## config.mk

```make
export PLATFORM = sky130hd
export DESIGN_NAME = line_planner
export DESIGN_NICKNAME = d
export VERILOG_FILES = /design/src/rtl/planner_pkg.sv /design/src/rtl/sensor_debounce.sv /design/src/rtl/line_planner.sv
export SDC_FILE = /design/constraint.sdc
export NUM_CORES = 1
export LEC_CHECK = 0
export BUFFER_PORTS_ARGS = -buffer_cell sky130_fd_sc_hd__buf_2
export CAP_MARGIN = 20
export CORE_ASPECT_RATIO = 2
export CORE_MARGIN = 1.5
export CORE_UTILIZATION = 48
export CTS_CLUSTER_DIAMETER = 40
export DETAILED_ROUTE_END_ITERATION = 10
export PLACE_DENSITY = 0.7
export SYNTH_ARGS = -nofsm -noshare
export SYNTH_HDL_FRONTEND = slang
export SYNTH_SLANG_ARGS = --single-unit
```

## constraint.sdc

```tcl
create_clock -name clk -period 2.73 [get_ports clk]
set_clock_uncertainty 0.15 [all_clocks]
set_input_delay 0.546 -clock clk [delete_from_list [all_inputs] [get_ports clk]]
set_output_delay 0.546 -clock clk [all_outputs]
set_load 0.05 [all_outputs]
```

## src/rtl/planner_pkg.sv

```systemverilog
// Shared encodings for the line planner: motor mode codes, tracking states, sensor decode results.
package planner_pkg;

  localparam int unsigned SPEED_W = 10;

  localparam logic [1:0] MODE_STOP  = 2'd0;
  localparam logic [1:0] MODE_LEFT  = 2'd1;
  localparam logic [1:0] MODE_RIGHT = 2'd2;
  localparam logic [1:0] MODE_FWD   = 2'd3;

  typedef enum logic [2:0] {
    ST_STOP   = 3'd0,
    ST_FWD    = 3'd1,
    ST_LEFT   = 3'd2,
    ST_RIGHT  = 3'd3,
    ST_SEARCH = 3'd4,
    ST_HALT   = 3'd5
  } state_t;

  typedef enum logic [2:0] {
    DEC_FWD   = 3'd0,
    DEC_LEFT  = 3'd1,
    DEC_RIGHT = 3'd2,
    DEC_NONE  = 3'd3,
    DEC_HOLD  = 3'd4
  } decode_t;

  // Sensor bits are {left, mid, right}; 101 is ambiguous and means "keep going as before".
  function automatic decode_t decode_pattern(input logic [2:0] pattern);
    decode_t d;
    case (pattern)
      3'b010, 3'b111: d = DEC_FWD;
      3'b110, 3'b100: d = DEC_LEFT;
      3'b011, 3'b001: d = DEC_RIGHT;
      3'b000:         d = DEC_NONE;
      default:        d = DEC_HOLD;
    endcase
    return d;
  endfunction

  function automatic logic is_track(input decode_t d);
    return (d == DEC_FWD) || (d == DEC_LEFT) || (d == DEC_RIGHT);
  endfunction

  function automatic state_t track_state(input decode_t d);
    state_t s;
    case (d)
      DEC_FWD:   s = ST_FWD;
      DEC_LEFT:  s = ST_LEFT;
      DEC_RIGHT: s = ST_RIGHT;
      default:   s = ST_STOP;
    endcase
    return s;
  endfunction

endpackage

```

## src/rtl/sensor_debounce.sv

```systemverilog
// Two-flop synchroniser followed by a stability filter: the output only takes a value that
// the synchronised input has held for DEB_CYCLES consecutive cycles.
module sensor_debounce #(
  parameter int unsigned WIDTH      = 3,
  parameter int unsigned DEB_CYCLES = 1000
) (
  input  logic             clk,
  input  logic             rst,
  input  logic [WIDTH-1:0] raw,
  output logic [WIDTH-1:0] stable
);

  localparam int unsigned CNT_W = $clog2(DEB_CYCLES + 1);

  logic [WIDTH-1:0] sync1;
  logic [WIDTH-1:0] sync2;
  logic [WIDTH-1:0] cand;
  logic [CNT_W-1:0] cnt;

  // cnt counts samples of cand seen so far; it saturates once the value is accepted.
  always_ff @(posedge clk or posedge rst) begin
    if (rst) begin
      sync1  <= '0;
      sync2  <= '0;
      cand   <= '0;
      cnt    <= '0;
      stable <= '0;
    end else begin
      sync1 <= raw;
      sync2 <= sync1;
      if (sync2 != cand) begin
        cand <= sync2;
        cnt  <= CNT_W'(1);
      end else if (cnt >= CNT_W'(DEB_CYCLES - 1)) begin
        stable <= cand;
      end else begin
        cnt <= cnt + CNT_W'(1);
      end
    end
  end

endmodule

```

## src/rtl/line_planner.sv

```systemverilog
// Line-following motion planner: debounced sensor decode, tracking FSM, search timeout and speed command.
// Build option LINE_PLANNER_RAMP_EN adds the speed ramp; without it speed jumps to target on state entry.
module line_planner
  import planner_pkg::*;
#(
  parameter int unsigned DEB_CYCLES   = 1000,
  parameter int unsigned RAMP_DIV     = 100000,
  parameter int unsigned RAMP_STEP    = 10,
  parameter int unsigned SPD_MIN      = 500,
  parameter int unsigned SPD_FWD      = 750,
  parameter int unsigned SPD_TURN     = 600,
  parameter int unsigned LOST_TIMEOUT = 50000000
) (
  input  logic       clk,
  input  logic       rst,
  input  logic [2:0] sensor,
  input  logic       obstacle,
  output logic [1:0] mode,
  output logic [9:0] speed,
  output logic       lost
);

  localparam int unsigned SRCH_W = $clog2(LOST_TIMEOUT + 1);
  localparam logic [SPEED_W-1:0] TGT_FWD  = SPEED_W'(SPD_FWD);
  localparam logic [SPEED_W-1:0] TGT_TURN = SPEED_W'(SPD_TURN);

  if (SPD_MIN > 1023 || SPD_FWD > 1023 || SPD_TURN > 1023 || RAMP_STEP > 1023 ||
      RAMP_DIV == 0 || DEB_CYCLES == 0 || LOST_TIMEOUT == 0) begin : g_bad_params
    $error("line_planner: parameter out of range");
  end

  logic [2:0]        deb;
  decode_t           dec;
  state_t            state, state_nx;
  logic [1:0]        last_dir, last_dir_nx;
  logic [1:0]        mode_nx;
  logic [SPEED_W-1:0] speed_nx, tgt;
  logic              lost_nx, changed, moving;
  logic [SRCH_W-1:0] search_cnt, search_nx;

  sensor_debounce #(
    .WIDTH      (3),
    .DEB_CYCLES (DEB_CYCLES)
  ) u_debounce (
    .clk    (clk),
    .rst    (rst),
    .raw    (sensor),
    .stable (deb)
  );

`ifdef LINE_PLANNER_RAMP_EN
  localparam int unsigned DIV_W = $clog2(RAMP_DIV + 1);
  localparam logic [SPEED_W-1:0] MIN_SPD = SPEED_W'(SPD_MIN);

  logic [DIV_W-1:0]   div, div_nx;
  logic [SPEED_W:0]   sum;
  logic [SPEED_W-1:0] load;
  logic               from_rest;
`endif

  // Next state, and the registered outputs that go with it.
  always_comb begin
    dec         = decode_pattern(deb);
    state_nx    = state;
    last_dir_nx = last_dir;
    mode_nx     = MODE_STOP;
    tgt         = '0;
    speed_nx    = '0;
    search_nx   = '0;

    case (state)
      ST_SEARCH: begin
        if (is_track(dec))
          state_nx = track_state(dec);
        else if (search_cnt == SRCH_W'(LOST_TIMEOUT - 1))
          state_nx = ST_HALT;
      end
      ST_HALT: begin
        if (is_track(dec))
          state_nx = track_state(dec);
      end
      default: begin
        if (dec == DEC_NONE)
          state_nx = ST_SEARCH;
        else if (dec != DEC_HOLD)
          state_nx = track_state(dec);
      end
    endcase
    if (obstacle)
      state_nx = ST_STOP;

    changed = (state_nx != state);
    moving  = (state_nx == ST_FWD) || (state_nx == ST_LEFT) ||
              (state_nx == ST_RIGHT) || (state_nx == ST_SEARCH);
    lost_nx = (state_nx == ST_SEARCH) || (state_nx == ST_HALT);

    if (changed && state_nx == ST_LEFT)  last_dir_nx = MODE_LEFT;
    if (changed && state_nx == ST_RIGHT) last_dir_nx = MODE_RIGHT;

    case (state_nx)
      ST_FWD:    begin mode_nx = MODE_FWD;   tgt = TGT_FWD;  end
      ST_LEFT:   begin mode_nx = MODE_LEFT;  tgt = TGT_TURN; end
      ST_RIGHT:  begin mode_nx = MODE_RIGHT; tgt = TGT_TURN; end
      ST_SEARCH: begin mode_nx = last_dir;   tgt = TGT_TURN; end
      default:   begin mode_nx = MODE_STOP;  tgt = '0;       end
    endcase

    if (state_nx == ST_SEARCH && !changed)
      search_nx = search_cnt + SRCH_W'(1);

`ifdef LINE_PLANNER_RAMP_EN
    div_nx    = '0;
    sum       = {1'b0, speed} + (SPEED_W + 1)'(RAMP_STEP);
    load      = (MIN_SPD > tgt) ? tgt : MIN_SPD;
    from_rest = (state == ST_STOP) || (state == ST_HALT);
    // Starts from rest begin at the minimum; hand-overs between moving states never speed up.
    if (!moving)
      speed_nx = '0;
    else if (changed)
      speed_nx = from_rest ? load : ((speed < tgt) ? speed : tgt);
    else if (div == DIV_W'(RAMP_DIV - 1))
      speed_nx = (sum > {1'b0, tgt}) ? tgt : sum[SPEED_W-1:0];
    else begin
      speed_nx = speed;
      div_nx   = div + DIV_W'(1);
    end
`else
    speed_nx = moving ? tgt : '0;
`endif
  end

  always_ff @(posedge clk or posedge rst) begin
    if (rst) begin
      state      <= ST_STOP;
      mode       <= MODE_STOP;
      speed      <= '0;
      lost       <= 1'b0;
      last_dir   <= MODE_LEFT;
      search_cnt <= '0;
    end else begin
      state      <= state_nx;
      mode       <= mode_nx;
      speed      <= speed_nx;
      lost       <= lost_nx;
      last_dir   <= last_dir_nx;
      search_cnt <= search_nx;
    end
  end

`ifdef LINE_PLANNER_RAMP_EN
  always_ff @(posedge clk or posedge rst) begin
    if (rst) div <= '0;
    else     div <= div_nx;
  end
`endif

endmodule

```

# After elaboration in Yosys (flattened, before gate mapping)

Index checks and enable logic that the tools add are counted.

Register bits after elaboration: 66
Output and inout port bits: 13
Word-level logic and storage cells: 71

Add/sub/neg operators: 2
Magnitude comparators: 1
Equality and inequality tests: 21
Multiplexer cells: 17
Bitwise operators: 1
Reductions and logical operators: 18

Operators by type and width:

| operator                                                                | number |
|---|---|
| 10-bit 2-to-1 mux                                                       | 3 |
| 26-bit by 1-bit adder with 26-bit output, second input constant         | 1 |
| 26-bit == test, second input constant                                   | 1 |
| 26-bit 2-to-1 mux                                                       | 1 |
| 3-bit == test, second input constant                                    | 7 |
| 10-bit one-hot mux with 2 select lines                                  | 1 |
| 3-bit by 2-bit == test with 1-bit output, second input constant         | 6 |
| 3-bit 2-to-1 mux                                                        | 6 |
| 3-bit one-hot mux with 4 select lines                                   | 1 |
| 10-bit by 1-bit adder with 10-bit output, second input constant         | 1 |
| 10-bit >= comparator, second input constant                             | 1 |
| 3-bit by 1-bit == test with 1-bit output, second input constant         | 3 |
| 2-bit one-hot mux with 4 select lines                                   | 1 |
| 3-bit zero test                                                         | 2 |
| 1-bit logical OR                                                        | 6 |
| 3-bit inequality test                                                   | 2 |
| 2-bit one-hot mux with 3 select lines                                   | 1 |
| 3-bit one-hot mux with 2 select lines                                   | 1 |
| 2-bit OR reduction                                                      | 3 |
| 2-bit 2-to-1 mux                                                        | 2 |
| 1-bit logical AND                                                       | 3 |
| 3-bit inequality test, second input constant                            | 1 |
| 3-bit OR reduction                                                      | 1 |
| 2-bit by 1-bit inequality test with 1-bit output, second input constant | 1 |
| other kinds (4)                                                         | 4 |

# Logic depth before layout (Yosys ltp)

Gate-level depths: netlist (run 1).

Depth in word-level cells: 14
Depth in mapped cells: 9
Depth with buffers taken out: 7

# Hierarchy

Synthesis (run 1) repeated with hierarchy kept, for this count alone.

Cell total of the unflattened synthesis: 269
Area total of the unflattened synthesis: 2936.6 sq um

Modules (own cells, without submodules):

| module          | times used | cells each | area an instance (sq um) | seq. area each (sq um) |
|---|---|---|---|---|
| line_planner    | 1          | 195        | 1998.2                   | 927.1 |
| sensor_debounce | 1          | 74         | 938.4                    | 550.5 |

# Least setup slack after synthesis (run 1)

Ideal clock, no wire load.

Path type: flip-flop to flip-flop
From: register search_cnt[9]
To: register search_cnt[22]
Setup time: 119 ps
Arrival time: 2243 ps
Setup slack: 218 ps
Stages on the path, launching flop included: 9
Path buffers: 2
Cell sequence: dfrtp_1 or4b_1 nor4_1 a31oi_1 a2111oi_4 or4b_1 buf_6 buf_6 nor2_1

Longest elaborated chain between the ends: 9
Elaborated cells between the ends (all ways): 11
Classes of those cells: add/sub: 1; eq/ne: 3; mux: 5; reduce/logical: 2

Ends and longest elaborated chain:

| what                                      | line                | source |
|---|---|---|
| from (decl)                               | line_planner.sv:39  | `logic [SRCH_W-1:0] search_cnt, search_nx;` |
| from (signal assigned)                    | line_planner.sv:146 | `search_cnt <= search_nx;` |
| 26-bit == test (*)                        | line_planner.sv:75  | `else if (search_cnt == SRCH_W'(LOST_TIMEOUT - 1))` |
| 3-bit 2-to-1 mux (*)                      | line_planner.sv:75  |  |
| 3-bit 2-to-1 mux (*)                      | line_planner.sv:73  | `if (is_track(dec))` |
| 3-bit one-hot mux with 2 select lines (*) | line_planner.sv:71  | `case (state)` |
| 3-bit 2-to-1 mux (*)                      | line_planner.sv:89  | `if (obstacle)` |
| via state_nx[0]                           | line_planner.sv:34  | `state_t state, state_nx;` |
| 3-bit inequality test                     | line_planner.sv:92  | `changed = (state_nx != state);` |
| 1-bit zero test                           | line_planner.sv:108 | `if (state_nx == ST_SEARCH && !changed)` |
| 1-bit logical AND (*)                     | line_planner.sv:108 |  |
| 26-bit 2-to-1 mux (*)                     | line_planner.sv:108 |  |
| via search_nx[22]                         | line_planner.sv:39  |  |

Mark *: on every way through the listed nets, which the timed path passes. The rest lies on a longest branch.
A chain may end at the register's enable or synchronous reset.

# Worst setup path in the final report (run 1)

From: register u_debounce.stable[0]
To: register search_cnt[23]

Longest elaborated chain between the ends: 13
Elaborated cells between the ends (all ways): 30
Classes of those cells: eq/ne: 12; mux: 9; reduce/logical: 9

Ends and longest elaborated chain:

| what                                                                             | line                                                       | source |
|---|---|---|
| from (decl)                                                                      | sensor_debounce.sv:10                                      | `output logic [WIDTH-1:0] stable` |
| from (signal assigned)                                                           | sensor_debounce.sv:35                                      | `stable <= cand;` |
| 3-bit by 2-bit == test with 1-bit output (tied with other cells)                 | planner_pkg.sv:31                                          | `case (pattern)` |
| 2-bit OR reduction                                                               | planner_pkg.sv:31                                          |  |
| 3-bit one-hot mux with 4 select lines (*)                                        | planner_pkg.sv:31                                          |  |
| 3-bit by 2-bit == test with 1-bit output (tied with other cells)                 | planner_pkg.sv:42, planner_pkg.sv:47                       |  |
| 2-bit one-hot mux with 3 select lines / 1-bit logical OR (equally long branches) | planner_pkg.sv:47, planner_pkg.sv:42                       |  |
| 3-bit 2-to-1 mux / 1-bit logical OR (equally long branches)                      | line_planner.sv:85, planner_pkg.sv:42                      |  |
| 3-bit 2-to-1 mux, on equally long branches                                       | line_planner.sv:83, line_planner.sv:73, line_planner.sv:79 |  |
| 3-bit one-hot mux with 2 select lines (*)                                        | line_planner.sv:71                                         |  |
| 3-bit 2-to-1 mux (*)                                                             | line_planner.sv:89                                         |  |
| 3-bit inequality test                                                            | line_planner.sv:92                                         |  |
| 1-bit zero test                                                                  | line_planner.sv:108                                        |  |
| 1-bit logical AND (*)                                                            | line_planner.sv:108                                        |  |
| 26-bit 2-to-1 mux (*)                                                            | line_planner.sv:108                                        |  |
| via search_nx[23]                                                                | line_planner.sv:39                                         |  |

Marked as above.

==> run summary, run 1 <==
Clock sink total: 59
Max-slew headroom: 0.6453
Seq cells post-synth: 59
Worst setup SP type: flop
Peak VDD IR: 0.0005790 V
Final worst slack: 0.2870 ns
Top_reg_cell synth: dfrtp_1
Vias in the first global route: 1925
Vias: 1951
Seq/Total Area, Yosys: 0.5279
Netlist area before placement: 2799 um^2
HP Class: input port to async pin
RSZ-0062 raised after global routing: no
Most common cell in the netlist: dfrtp_1
Layout area overhead: 13.14%
YS warnings: 0
Largest net degree at the start of global routing: 27
Chip width: 57.00 um
Pre-CTS WS: 0.2864 ns
TritonCTS clock tree: built
Crit Path Category: flop to flop
Syn Inst Count: 278
Post-DP HPWL: 3.466 mm
Area of the core: 5660 um^2
Final setup fails: 0
Post-synth top cells: 58 x dfrtp_1, 53 x nor2_1, 18 x nand2_1, 18 x xor2_1, 16 x xnor2_1
Yosys top cell area share: 0.5186
Run status: finished, final reports clean
H-tree levels: 3
Post-Route Setup TNS: 0 ns
Remaining Overflow, GRT: 0
Post-synth top area cell: dfrtp_1
Layout cells sized above 1: 0.1549
First-pass GRT wire length: 8.597 mm
Beginning of the critical path: u_debounce.stable[0]$_DFFE_PP0P_
Post-synth cell types: 46
ANT cells: 0
CP max FO: 26
Maximum clock path buffer count: 2
Clk pin slew, worst setup/hold paths: 0.05 ns
Cell area power density: 650.8 nW/um^2
Vias per Instance: 5.450
Dpl cell area: 2893 um^2
Final Hold Violating Endpoints: 0
WL/cell: 13.73 um
Max Slew Vio Count: 0
Worst-skew pair later-pin latency: 0.33 ns
Initial Util: 0.4945
Top cells by area, synth: dfrtp_1 52%, nor2_1 7.1%, xor2_1 5.6%
Utilization of the core after routing: 0.5595
Root Driver: clkbuf_16
Initial antenna violation count: 0
FF-to-FF End: search_cnt[23]$_DFF_PP0_
Drt first-iter violations: 63
End of the critical path: search_cnt[23]$_DFF_PP0_
Lkg Pwr: 0.001376 uW
DR DRC count: 0
Design area: 3167 um^2
Maxcap violations: 0
Gr usage total: 0.1828
Placed Cells: 342
CTS buffer count: 9
Post-synth EDFFs: 0
Antenna-violating nets left: 0
Synth async-reset ratio: 1.000
Critical Path End Type: flop
IO Port Bufs: 16
Final WL: 4.917 mm
Post-Layout Cell Count: 358
Die Y: 111.0 um
Critical Path RT: 2.84 ns
Avg Inst Size Synth: 10.07 um^2
Final period utilization: 0.8949
Path depth of the worst reg2reg path: 6
Resize count post-CTS: 0
Fmax achieved: 0.4093 GHz
Post-CTS Setup Bufs: 0
TritonRoute pass-1 iters: 4
RR Startpoint: u_debounce.stable[0]$_DFFE_PP0P_
Fin crit period: 2.443 ns
DIE AREA: 6326 um^2
Gpl congestion: 0.8003
Hold_buf cts: 0
Fin nets: 300
Ports: 19
Least-Margin Pin Slew: 0.5312 ns
R2R setup slack: 0.29 ns
Critical Path AT: 2.55 ns
Row count: 39
worst min-delay path by stage:
stage	startpoint	endpoint	slack (ns)	depth (start not counted)
CTS	rst	search_cnt[6]$_DFF_PP0_	0.13	2
global route	rst	search_cnt[6]$_DFF_PP0_	0.16	2
detailed placement	u_debounce.sync1[2]$_DFF_PP0_	u_debounce.sync2[2]$_DFF_PP0_	0.19	0
global placement	u_debounce.sync1[1]$_DFF_PP0_	u_debounce.sync2[1]$_DFF_PP0_	0.18	0
finish	rst	search_cnt[10]$_DFF_PP0_	0.10	2
floorplan	u_debounce.sync1[0]$_DFF_PP0_	u_debounce.sync2[0]$_DFF_PP0_	0.18	0
routing by layer:
| layer | wire length [um] | GRT usage | part of all wire |
|---|---|---|---|
| met2 | 2687 | 0.3027 | 0.55 |
| met3 | 178 | 0.06651 | 0.036 |
| met4 | 150 | 0.1116 | 0.031 |
| met5 | 0 | 0 | 0 |
| met1 | 1902 | 0.1903 | 0.39 |
logic make-up after synthesis:
group	synth area share
muxes	0.01565
adders and majority gates	0.008939
buffers and inverters	0.05365
other	0.001340
xor gates and xnor gates	0.1064
AOI/OAI and AO/OA	0.07332
DFF	0.5279
and+or+nand+nor	0.2128
sequential cells by signal, indices dropped and copies added (netlist names):
signal	cells
lost	1
speed	3
mode	2
last_dir	2
u_debounce.cand	3
u_debounce.stable	3
u_debounce.sync2	3
state	3
u_debounce.cnt	10
search_cnt	26
u_debounce.sync1	3
critical path, cell delays in order (launching register included):
cell     delay, ns
dfrtp_1       0.48
or3b_1        0.41
a31o_2        0.23
o32a_1        0.23
or4b_1        0.55
buf_12        0.19
nor2_1        0.11
layout by cell type, fill, tap and decap left out, types with 2 or more instances in the layout:
cell type   n
nor3_1      5
and4_1      2
nand2b_1    4
nor2b_1     3
clkinv_2    2
mux2_2      3
a31o_2      2
nand2_1    18
buf_2      16
and2_1      2
clkbuf_8    2
conb_1      2
buf_4       5
nor4_1      2
or3_1       2
ha_1        2
o21ai_0     7
a31oi_1     2
a211oi_1    2
nand4_1     7
and3_1      4
clkbuf_16   9
inv_1       6
or4b_1      2
nor2_1     53
xnor2_1    16
dfrtp_1    58
nand3_1    13
xor2_1     18
a21oi_1     6
clkbuf_1    3
per-stage QoR:
| stage | hold WS [ns] | total power [uW] |
|---|---|---|
| global placement | 0.1833 | 1052 |
| floorplan | 0.1812 | 1032 |
| CTS | 0.1279 | 2085 |
| global route | 0.1576 | 2141 |
| finish | 0.1038 | 2061 |
| detailed placement | 0.1858 | 1054 |
report_power, final:
part | internal (uW) | total (uW) | switching (uW)
Combinational | 35.4 | 130 | 95.0
Sequential | 894 | 907 | 12.8
Clock | 659 | 1020 | 365
Total | 1590 | 2060 | 473
final cells by class:
class / instances / area, um^2
sequential: 59 / 1478
fill: 524 / 2494
multi-input combinational: 193 / 1175
tap: 61 / 76.32
clock buffer: 14 / 264.0
inverter: 7 / 26.28
clock inverter: 2 / 10.01
timing repair buffer: 22 / 137.6
Power figures use the tool's default switching activity.
==> run 2: changes to the inputs <==
CORE_UTILIZATION = 40   (was 48)
PLACE_DENSITY = 0.61   (was 0.7)
==> run summary, run 2 (synthesis results as in run 1) <==
ANT cells: 0
Row count: 43
Fin nets: 301
CP peak stage delay: 0.54 ns
Gr usage total: 0.1493
Initial Util: 0.4096
Most common cell after layout, fill and taps aside: dfrtp_1
Vias: 1940
Crit-path cells: or4b_1 -> nor4_1 -> a31oi_1 -> a2111oi_4 -> buf_4 -> nor2_1 -> o221a_2
TritonCTS clock tree: built
Final setup fails: 0
Fin crit period: 2.463 ns
DIE AREA: 7539 um^2
First-pass GRT wire length: 8.763 mm
Slowest cell on crit path: or4b_1
TritonRoute pass-1 iters: 4
Lkg Pwr: 0.001386 uW
CP max FO: 9
Post-DP HPWL: 3.288 mm
Vias in the first global route: 1967
Comb pwr share: 0.062
Drt first-iter violations: 71
Reg power frac: 0.420
Path depth of the worst reg2reg path: 7
Final WL: 4.766 mm
Post-Route Setup TNS: 0 ns
Max-slew headroom: 0.6121
Layout cells sized above 1: 0.1678
Maxcap violations: 0
Maximum clock path buffer count: 2
Max FFs per register: 26
Final Hold Violating Endpoints: 0
DR DRC count: 0
Cell-internal power: 1658 uW
Critical Path RT: 2.83 ns
Most frequent cells in the layout: 58 x dfrtp_1, 53 x nor2_1, 18 x nand2_1, 18 x xor2_1
Top Registers: search_cnt: 26 flops, u_debounce.cnt: 10 flops
Least-Margin Pin Slew: 0.5810 ns
Die Y: 121.3 um
Area of the core: 6833 um^2
Vias per Instance: 5.000
Critical Path End Type: flop
Fmax achieved: 0.4059 GHz
RSZ-0062 raised after global routing: no
Run status: finished, final reports clean
Peak VDD IR: 0.0004678 V
Critical Path AT: 2.57 ns
Clk pin slew, worst setup/hold paths: 0.05 ns
Root Driver: clkbuf_16
Hold_buf cts: 0
Clock sink total: 59
Layout area overhead: 16.23%
Antenna-violating nets left: 0
Final period utilization: 0.9024
HP Class: input port to async pin
Worst-skew pair later-pin latency: 0.32 ns
Largest net degree at the start of global routing: 34
Sw Pwr: 496.1 uW
Utilization of the core after routing: 0.4761
Worst setup SP type: flop
Post-CTS Setup Bufs: 0
H-tree levels: 3
Initial antenna violation count: 0
Top reg by flops: search_cnt
WL/cell: 12.28 um
Resize count post-CTS: 0
IO Port Bufs: 16
Sw frac: 0.2303
Crit Path Category: flop to flop
CTS buffer count: 9
Cell area power density: 662.2 nW/um^2
Max Slew Vio Count: 0
Chip width: 62.15 um
Remaining Overflow, GRT: 0
Clock power frac: 0.518
Gpl congestion: 0.8157
Ports: 19
-- run 2: path summary, 6_finish.rpt --
path / from / end / slack [ns]
min in group clk: sensor[0] / u_debounce.sync1[0]$_DFF_PP0_ / 0.18
worst max-delay path: search_cnt[9]$_DFF_PP0_ / last_dir[0]$_DFFE_PP1P_ / 0.27
worst min-delay path: rst / search_cnt[22]$_DFF_PP0_ / 0.13
worst max register to register: search_cnt[9]$_DFF_PP0_ / last_dir[0]$_DFFE_PP1P_ / 0.27
worst min register to register: u_debounce.sync1[1]$_DFF_PP0_ / u_debounce.sync2[1]$_DFF_PP0_ / 0.20
max in group asynchronous: rst / last_dir[0]$_DFFE_PP1P_ / 1.66
-- run 2: final cells by class --
type / count / area (um^2)
fill: 647 / 3580
sequential: 59 / 1478
multi-input combinational: 193 / 1175
clock buffer: 10 / 239.0
timing repair buffer: 23 / 157.7
tap: 90 / 112.6
clock inverter: 6 / 65.06
inverter: 7 / 26.28
-- run 2: worst max-delay path: cells and delay by family (launching register included) --
kind	cells	cell delay [ns]
AND/OR/NAND/NOR	3	0.89
flip-flops	1	0.42
AO/OA/AOI/OAI	3	0.73
buffers and inverters	1	0.21
-- run 2: through the flow --
| step | cell area [um^2] | hold slack, ns | setup WS [ns] | instances | power [uW] |
|---|---|---|---|---|---|
| after detailed placement | 2949 | 0.1863 | 0.2653 | 372 | 1055 |
| final | 3253 | 0.1309 | 0.2666 | 388 | 2154 |
| after CTS | 3253 | 0.1454 | 0.2558 | 388 | 2185 |
| after floorplan | 2803 | 0.1812 | 0.2182 | 279 | 1032 |
| after global placement | 2949 | 0.1920 | 0.3007 | 372 | 1053 |
| after global routing | 3253 | 0.1588 | 0.1531 | 388 | 2239 |
-- run 2: metal layers --
layer,share of wire,vias to the layer above,global-route usage
met5,0,-,0
met4,0.025,0,0.08472
met3,0.038,9,0.04731
met2,0.47,39,0.2310
met1,0.46,934,0.1838
li1,-,958,-
-- run 2: power groups by stage --
stage	Combinational (uW)	Sequential, uW	Clock (uW)
2_1_floorplan	95.4	936	0
3_3_place_gp	133	919	0
3_5_place_dp	135	920	0
4_1_cts	135	905	1140
5_1_grt	147	908	1180
6_report	133	906	1120
